===== config.mk =====
export PLATFORM = sky130hd
export DESIGN_NAME = fft_frame_ctrl
export DESIGN_NICKNAME = d
export VERILOG_FILES = /design/src/rtl/fft_frame_ctrl.sv
export SDC_FILE = /design/constraint.sdc
export NUM_CORES = 1
export LEC_CHECK = 0
export CAP_MARGIN = 30
export CORE_ASPECT_RATIO = 0.7
export CORE_MARGIN = 3
export CORE_UTILIZATION = 48
export CTS_CLUSTER_DIAMETER = 150
export CTS_CLUSTER_SIZE = 30
export DETAILED_ROUTE_END_ITERATION = 16
export MAX_ROUTING_LAYER = met4
export PLACE_DENSITY_LB_ADDON = 0.12
export SLEW_MARGIN = 20
export SYNTH_ARGS = -nofsm -noshare
export SYNTH_HDL_FRONTEND = slang
export SYNTH_SLANG_ARGS = --single-unit

===== constraint.sdc =====
create_clock -name clk -period 2.6 [get_ports clk]
set_clock_uncertainty 0.2 [all_clocks]
set_input_delay 0.78 -clock clk [delete_from_list [all_inputs] [get_ports clk]]
set_output_delay 0.78 -clock clk [all_outputs]
set_load 0.02 [all_outputs]

===== src/rtl/fft_frame_ctrl.sv =====
// Frame/burst controller for the R22SDF FFT AXI-Stream wrapper: latches point/burst on a start edge,
// gates input frames by beat count, flags TLAST misplacement and counts output frames until drained.
module fft_frame_ctrl #(
    parameter int PT_W    = 11,
    parameter int BURST_W = 10
) (
    input  logic               clk,
    input  logic               reset,
    input  logic               i_start,
    input  logic               i_abort,
    input  logic [PT_W-1:0]    i_point,
    input  logic [BURST_W-1:0] i_burst,
    input  logic               s_axis_tvalid,
    input  logic               s_axis_tlast,
    output logic               s_axis_tready,
    input  logic               m_axis_tvalid,
    input  logic               m_axis_tready,
    input  logic               m_axis_tlast,
    output logic [PT_W-1:0]    o_point,
    output logic               o_busy,
    output logic               o_done,
    output logic               o_err_tlast,
    output logic               o_err_cfg,
    output logic [BURST_W-1:0] o_in_frames,
    output logic [BURST_W-1:0] o_out_frames
);
    typedef enum logic [1:0] {IDLE, LOAD, RUN, DONE} state_t;

    state_t             state_q, state_d;
    logic               start_q;
    logic [PT_W-1:0]    point_q, point_d, beat_q, beat_d;
    logic [BURST_W-1:0] burst_q, burst_d, in_q, in_d, out_q, out_d;
    logic               err_tlast_q, err_tlast_d, err_cfg_q, err_cfg_d;
    logic               start_edge, cfg_ok, in_hs, last_beat, out_hs;

    assign start_edge = i_start & ~start_q;
    assign cfg_ok     = (i_point >= PT_W'(2)) && (i_burst != '0);
    assign in_hs      = s_axis_tvalid & s_axis_tready;
    assign last_beat  = (beat_q == point_q - PT_W'(1));
    // Output frame count saturates at the latched burst; stray TLASTs are ignored.
    assign out_hs     = m_axis_tvalid & m_axis_tready & m_axis_tlast
                      & ((state_q == LOAD) || (state_q == RUN))
                      & (out_q != burst_q);

    always_comb begin
        state_d     = state_q;
        point_d     = point_q;
        burst_d     = burst_q;
        beat_d      = beat_q;
        in_d        = in_q;
        out_d       = out_q;
        err_tlast_d = err_tlast_q;
        err_cfg_d   = err_cfg_q;

        if (out_hs) begin
            out_d = out_q + BURST_W'(1);
        end

        case (state_q)
            IDLE: begin
                if (start_edge) begin
                    if (cfg_ok) begin
                        point_d     = i_point;
                        burst_d     = i_burst;
                        beat_d      = '0;
                        in_d        = '0;
                        out_d       = '0;
                        err_tlast_d = 1'b0;
                        err_cfg_d   = 1'b0;
                        state_d     = LOAD;
                    end else begin
                        err_cfg_d = 1'b1;
                    end
                end
            end
            LOAD: begin
                if (in_hs) begin
                    // Frame boundary comes from the count; TLAST is only checked.
                    if (s_axis_tlast != last_beat) begin
                        err_tlast_d = 1'b1;
                    end
                    if (last_beat) begin
                        beat_d = '0;
                        in_d   = in_q + BURST_W'(1);
                        if (in_q + BURST_W'(1) == burst_q) begin
                            state_d = RUN;
                        end
                    end else begin
                        beat_d = beat_q + PT_W'(1);
                    end
                end
            end
            RUN: begin
                if (out_d == burst_q) begin
                    state_d = DONE;
                end
            end
            DONE: begin
                state_d = IDLE;
            end
            default: begin
                state_d = IDLE;
            end
        endcase

        if (i_abort && (state_q != IDLE)) begin
            state_d = IDLE;
            beat_d  = '0;
        end
    end

    always_ff @(posedge clk) begin
        if (reset) begin
            state_q     <= IDLE;
            start_q     <= 1'b0;
            point_q     <= '0;
            burst_q     <= '0;
            beat_q      <= '0;
            in_q        <= '0;
            out_q       <= '0;
            err_tlast_q <= 1'b0;
            err_cfg_q   <= 1'b0;
        end else begin
            state_q     <= state_d;
            start_q     <= i_start;
            point_q     <= point_d;
            burst_q     <= burst_d;
            beat_q      <= beat_d;
            in_q        <= in_d;
            out_q       <= out_d;
            err_tlast_q <= err_tlast_d;
            err_cfg_q   <= err_cfg_d;
        end
    end

    assign s_axis_tready = (state_q == LOAD);
    assign o_busy        = (state_q == LOAD) || (state_q == RUN);
    assign o_done        = (state_q == DONE);
    assign o_point       = point_q;
    assign o_err_tlast   = err_tlast_q;
    assign o_err_cfg     = err_cfg_q;
    assign o_in_frames   = in_q;
    assign o_out_frames  = out_q;
endmodule


Yosys cells after proc, flatten, opt, wreduce, memory -nomap -nowiden
Cells that the tools add are included.
{"block": "op_classes", "n_shift": 0, "muxes": 27, "n_eq_ne": 15, "div": 0, "order_cmp": 1, "bitwise": 7, "reduce_logical": 14, "add_sub_neg": 4, "mul": 0}
{"operator": "two-way mux 10 bit", "count": 8}
{"operator": "two-way mux 11 bit", "count": 4}
{"operator": "one-hot mux 11 bit (2 select lines)", "count": 1}
{"operator": "adder 10 x 1 -> 10 bit (second input constant)", "count": 2}
{"operator": "== test 10 bit", "count": 2}
{"operator": "one-hot mux 10 bit (2 select lines)", "count": 1}
{"operator": "two-way mux 2 bit", "count": 6}
{"operator": "adder 11 x 1 -> 11 bit (second input constant)", "count": 1}
{"operator": "== test 11 bit", "count": 1}
{"operator": "greater-or-equal comparator 11 x 2 -> 1 bit (second input constant)", "count": 1}
{"operator": "subtractor 11 x 1 -> 11 bit (second input constant)", "count": 1}
{"operator": "!= test 10 bit", "count": 1}
{"operator": "!= test 2 x 1 -> 1 bit (second input constant)", "count": 5}
{"operator": "AND reduction 5 bit", "count": 2}
{"operator": "nonzero test 10 bit", "count": 1}
{"operator": "one-hot mux 2 bit (4 select lines)", "count": 1}
{"operator": "AND 1 bit", "count": 6}
{"operator": "AND reduction 6 bit", "count": 1}
{"operator": "two-way mux 1 bit", "count": 5}
{"operator": "== test 2 bit (second input constant)", "count": 2}
{"operator": "!= test 2 bit (second input constant)", "count": 2}
{"operator": "AND reduction 4 bit", "count": 1}
{"operator": "nonzero test 2 bit", "count": 2}
{"operator": "AND reduction 3 bit", "count": 1}
{"operator": "other kinds (9)", "count": 10}
{"block": "totals", "n_memories": 0, "latchBits": 0, "output_inout_bits": 36, "ff_bits": 57, "wordCells": 77, "romBits": 0, "ramBits": 0}

Depth between registers and ports, before layout
{"block": "logic_depth", "word_depth": 8, "ltp_mapped": 11, "mapped_depth_nobuf": 10}

Worst setup path before layout
Ideal clock, no wire load.
{"block": "synth_path", "kind": "reg2reg", "from": "register point_q[0] (netlist: o_point[0])", "to": "register in_q[1] (netlist: o_in_frames[1])", "t_required_ns": 2.272, "arrival_time_ns": 2.580, "path_slack_ns": -0.308, "setup_ns": 0.128, "path_buffers": 1, "stages_incl_launch_ff": 12, "path_cell_list": "dfxtp_1 inv_1 ha_1 inv_1 nor3_1 or4_4 a21oi_4 o2111ai_4 a211o_1 buf_6 a22oi_2 nor2_1"}
{"block": "synth_between", "elab_chain_cells": 4}
{"item": "start, declared", "line": "31", "source": "logic [PT_W-1:0] point_q, point_d, beat_q, beat_d;"}
{"item": "start signal, assigned", "line": "126", "source": "point_q <= point_d;"}
{"item": "subtractor 11 x 1 -> 11 bit", "line": "39", "source": "assign last_beat = (beat_q == point_q - PT_W'(1));"}
{"item": "== test 11 bit", "line": "39"}
{"item": "!= test 2 x 1 -> 1 bit (no line)"}
{"item": "AND reduction 5 bit (no line)"}
{"item": "end signal, assigned", "line": "129", "source": "in_q <= in_d;"}
{"item": "end, declared", "line": "32", "source": "logic [BURST_W-1:0] burst_q, burst_d, in_q, in_d, out_q, out_d;"}
Every way passes these cells.
A chain may end at the register's enable or synchronous reset.

Worst setup path after layout
{"block": "layout_path", "from": "register point_q[3] (netlist: o_point[3])", "to": "register in_q[9] (netlist: o_in_frames[9])"}
Same word-level chain as after synthesis.

==> metrics.txt <==
status complete, but fails checks; failing checks setup timing; number of global-route vias before repair 3622; hold endpoint o_err_cfg; core box area 0.00704 sq mm; RSZ-0062 raised after global routing true; final core occ 0.777; CTS root buffer clkbuf_8; reg2reg end o_in_frames[9]; CTS tree done; critical path fanouts, max 3; GRT Resource Usage Total 0.279; period utilisation layout 1.04; WP data arrival 2790 ps; Syn Area/Cell 8.23 sq um; finished layout cell area 0.00547 sq mm; Tightest Hold Check Type flip-flop to flip-flop; Num CTS Buffers 9; Via Count 3838; Pleak 0.00224 uW; Post-Synthesis Cells 441; Die Height 78.8 um; first-pass GRT wire length 18300 um; Pwr Total 3760 uW; crit start category flip-flop; Slew Viols, Final 0; grt peak-use layer met1; Layout Cells excl Fill 678; number of cell rows 25; # nets final 617; Synthesized Nets 479; WHS Path Cells 2; Clock Sinks 57; share of layout cells above drive strength 1 0.274; DR vias/cell 5.66; Clock Latency Late Sink 340 ps; R2R Setup Slk -110 ps; dpl cells 654; met2 Track Usage GR 0.395; # DRC 0; drt first pass iters 5; Primary FF master, synth dfxtp_1; Crit path required time 2680 ps; number of synthesized register bits 57; largest net degree at the start of global routing 24; gpl congestion 0.917; EDFF count, synth 0; routed wire length 11900 um; Worst-path clk slew 70 ps; Max clock buf depth 2; drt first-iter violations 228; FFs w/ async S/R, synth 0; die span in x 110 um; post-detail-place hpwl 8280 um; P&R area growth vs syn 50.6%; largest cells by area after synthesis dfxtp_1 31%, xnor2_1 9.4%, nor2_1 7.3%; Hold Fails Final Rpt 0; Antenna Nets Post-Route 0; commonest cells in the netlist 71 x nor2_1, 57 x dfxtp_1, 39 x xnor2_1; Distinct cells, synth 56; Critical R2R Launch o_point[3]; slew margin rel. 0.642; WL/cell 17.5 um; H-tree depth 3; setup TNS -733 ps; M3 GR Usage 0.0569; CP Capture Type flip-flop; part of the Yosys area used for sequential elements 0.314; Warnings, synthesis 0; gr ovfl total 0; Post-Syn Area 0.00363 sq mm; # port buffers 65; met1 usage 0.402; starting density of the core 0.516; area share of the leading cell type in the synthesized netlist 0.314; Peak VDD IR 0.561 mV; Worst-Margin Slew 537 ps; die area 0.00866 sq mm; ant diodes 0; initial antenna violation count 0; minimum clock period 2710 ps; Worst Setup SP o_point[3]; num ports 66; Worst Setup Path Type flip-flop to flip-flop; hold_sp o_err_cfg; Synth area leader dfxtp_1; f_max 369 MHz; most common cell in the synthesized netlist nor2_1; max-cap viol count 0; Final setup viols 12; setup ws final -112 ps; R2R depth 10; placed inst area 0.00490 sq mm; Power Dens Cells 688 mW/mm^2
-- power by group --
part | internal (uW) | switching [uW]
clock | 496 | 381
sequential | 958 | 108
combinational | 862 | 956
total | 2320 | 1440
-- cell usage in the layout (no fill, tap or decap), drive strengths merged, types with 3 or more instances in the layout --
cell type and n:
buf 78, nor2 71, dfxtp 57, clkdlybuf4s50 54, xnor2 39, nand2 34, mux2i 22, nand3 20
a21oi 20, xor2 16, inv 16, o21ai 15, clkbuf 12, and3 12, nor3 10, and2 8
ha 8, nand4 7, or3 6, dlygate4sd2 6, nor4 6, dlymetal6s2s 5, a211o 5, nor2b 5
a22oi 4, a311oi 4, nand2b 4, nor4b 4, a31oi 3, a211oi 3, and4 3, o31ai 3
-- flip-flops by register name, summed over array words and instances (netlist names) --
signal	count
beat_q	11
o_point	11
burst_q	10
o_in_frames	10
o_out_frames	10
state_q	2
o_err_cfg	1
o_err_tlast	1
start_q	1
-- cells by family (layout without fill, tap and decap cells) --
kind of cell,Yosys count,in the layout,synth area share
simple gates,196,196,0.273
compound gates,70,70,0.144
flops,57,57,0.314
xor+xnor,56,56,0.139
buf+inv,31,174,0.0386
mux,23,23,0.0638
fa+ha+maj,8,8,0.0276
-- layout make-up --
type / instances / area (sq um)
clock buffer: 12 / 155
sequential: 57 / 1160
fill: 499 / 1570
multi-input combinational: 353 / 2640
clock inverter: 4 / 50.0
timing repair buffer: 143 / 1270
inverter: 15 / 61.3
tap: 94 / 118
-- worst max path at each step --
stage,slack [ps],endpoint,cells past startpoint
3_3_place_gp,-470,state_q[1],10
3_5_place_dp,-600,state_q[0],8
5_1_grt,-200,o_in_frames[6],11
2_1_floorplan,0.9,o_in_frames[1],10
4_1_cts,-20,state_q[1],9
6_report,-110,o_in_frames[9],10
-- per-stage QoR --
step,setup slack [ps],hold slack (ps)
after floorplan,0.883,300
after global placement,-473,282
after detailed placement,-597,275
after CTS,-23.1,303
after global routing,-202,329
final,-112,317
-- critical path, cell delays in order, from the launching register on --
cell and delay [ps]:
dfxtp_4 360, nor4_4 340, a21boi_2 120, or4_4 440, a21oi_4 180, o2111ai_4 160, buf_6 180, buf_6 120
buf_4 130, a211o_1 270, a21oi_2 150
-- routing by layer --
metal  vias up  part of all wire
met1      1815              0.47
li1       1834                 -
met3        19             0.077
met2       170              0.44
met5         -                 0
met4         0             0.014
-- what timing repair did --
| action | CTS | global route |
|---|---|---|
| resized for setup | 32 | 45 |
| cloned | 0 | 1 |
| pin swaps | 21 | 17 |
| hold buffers | 0 | 0 |
| endpoints found under the setup margin | 36 | 37 |
| setup buffers | 3 | 5 |
(Power assumes the default switching activity.)
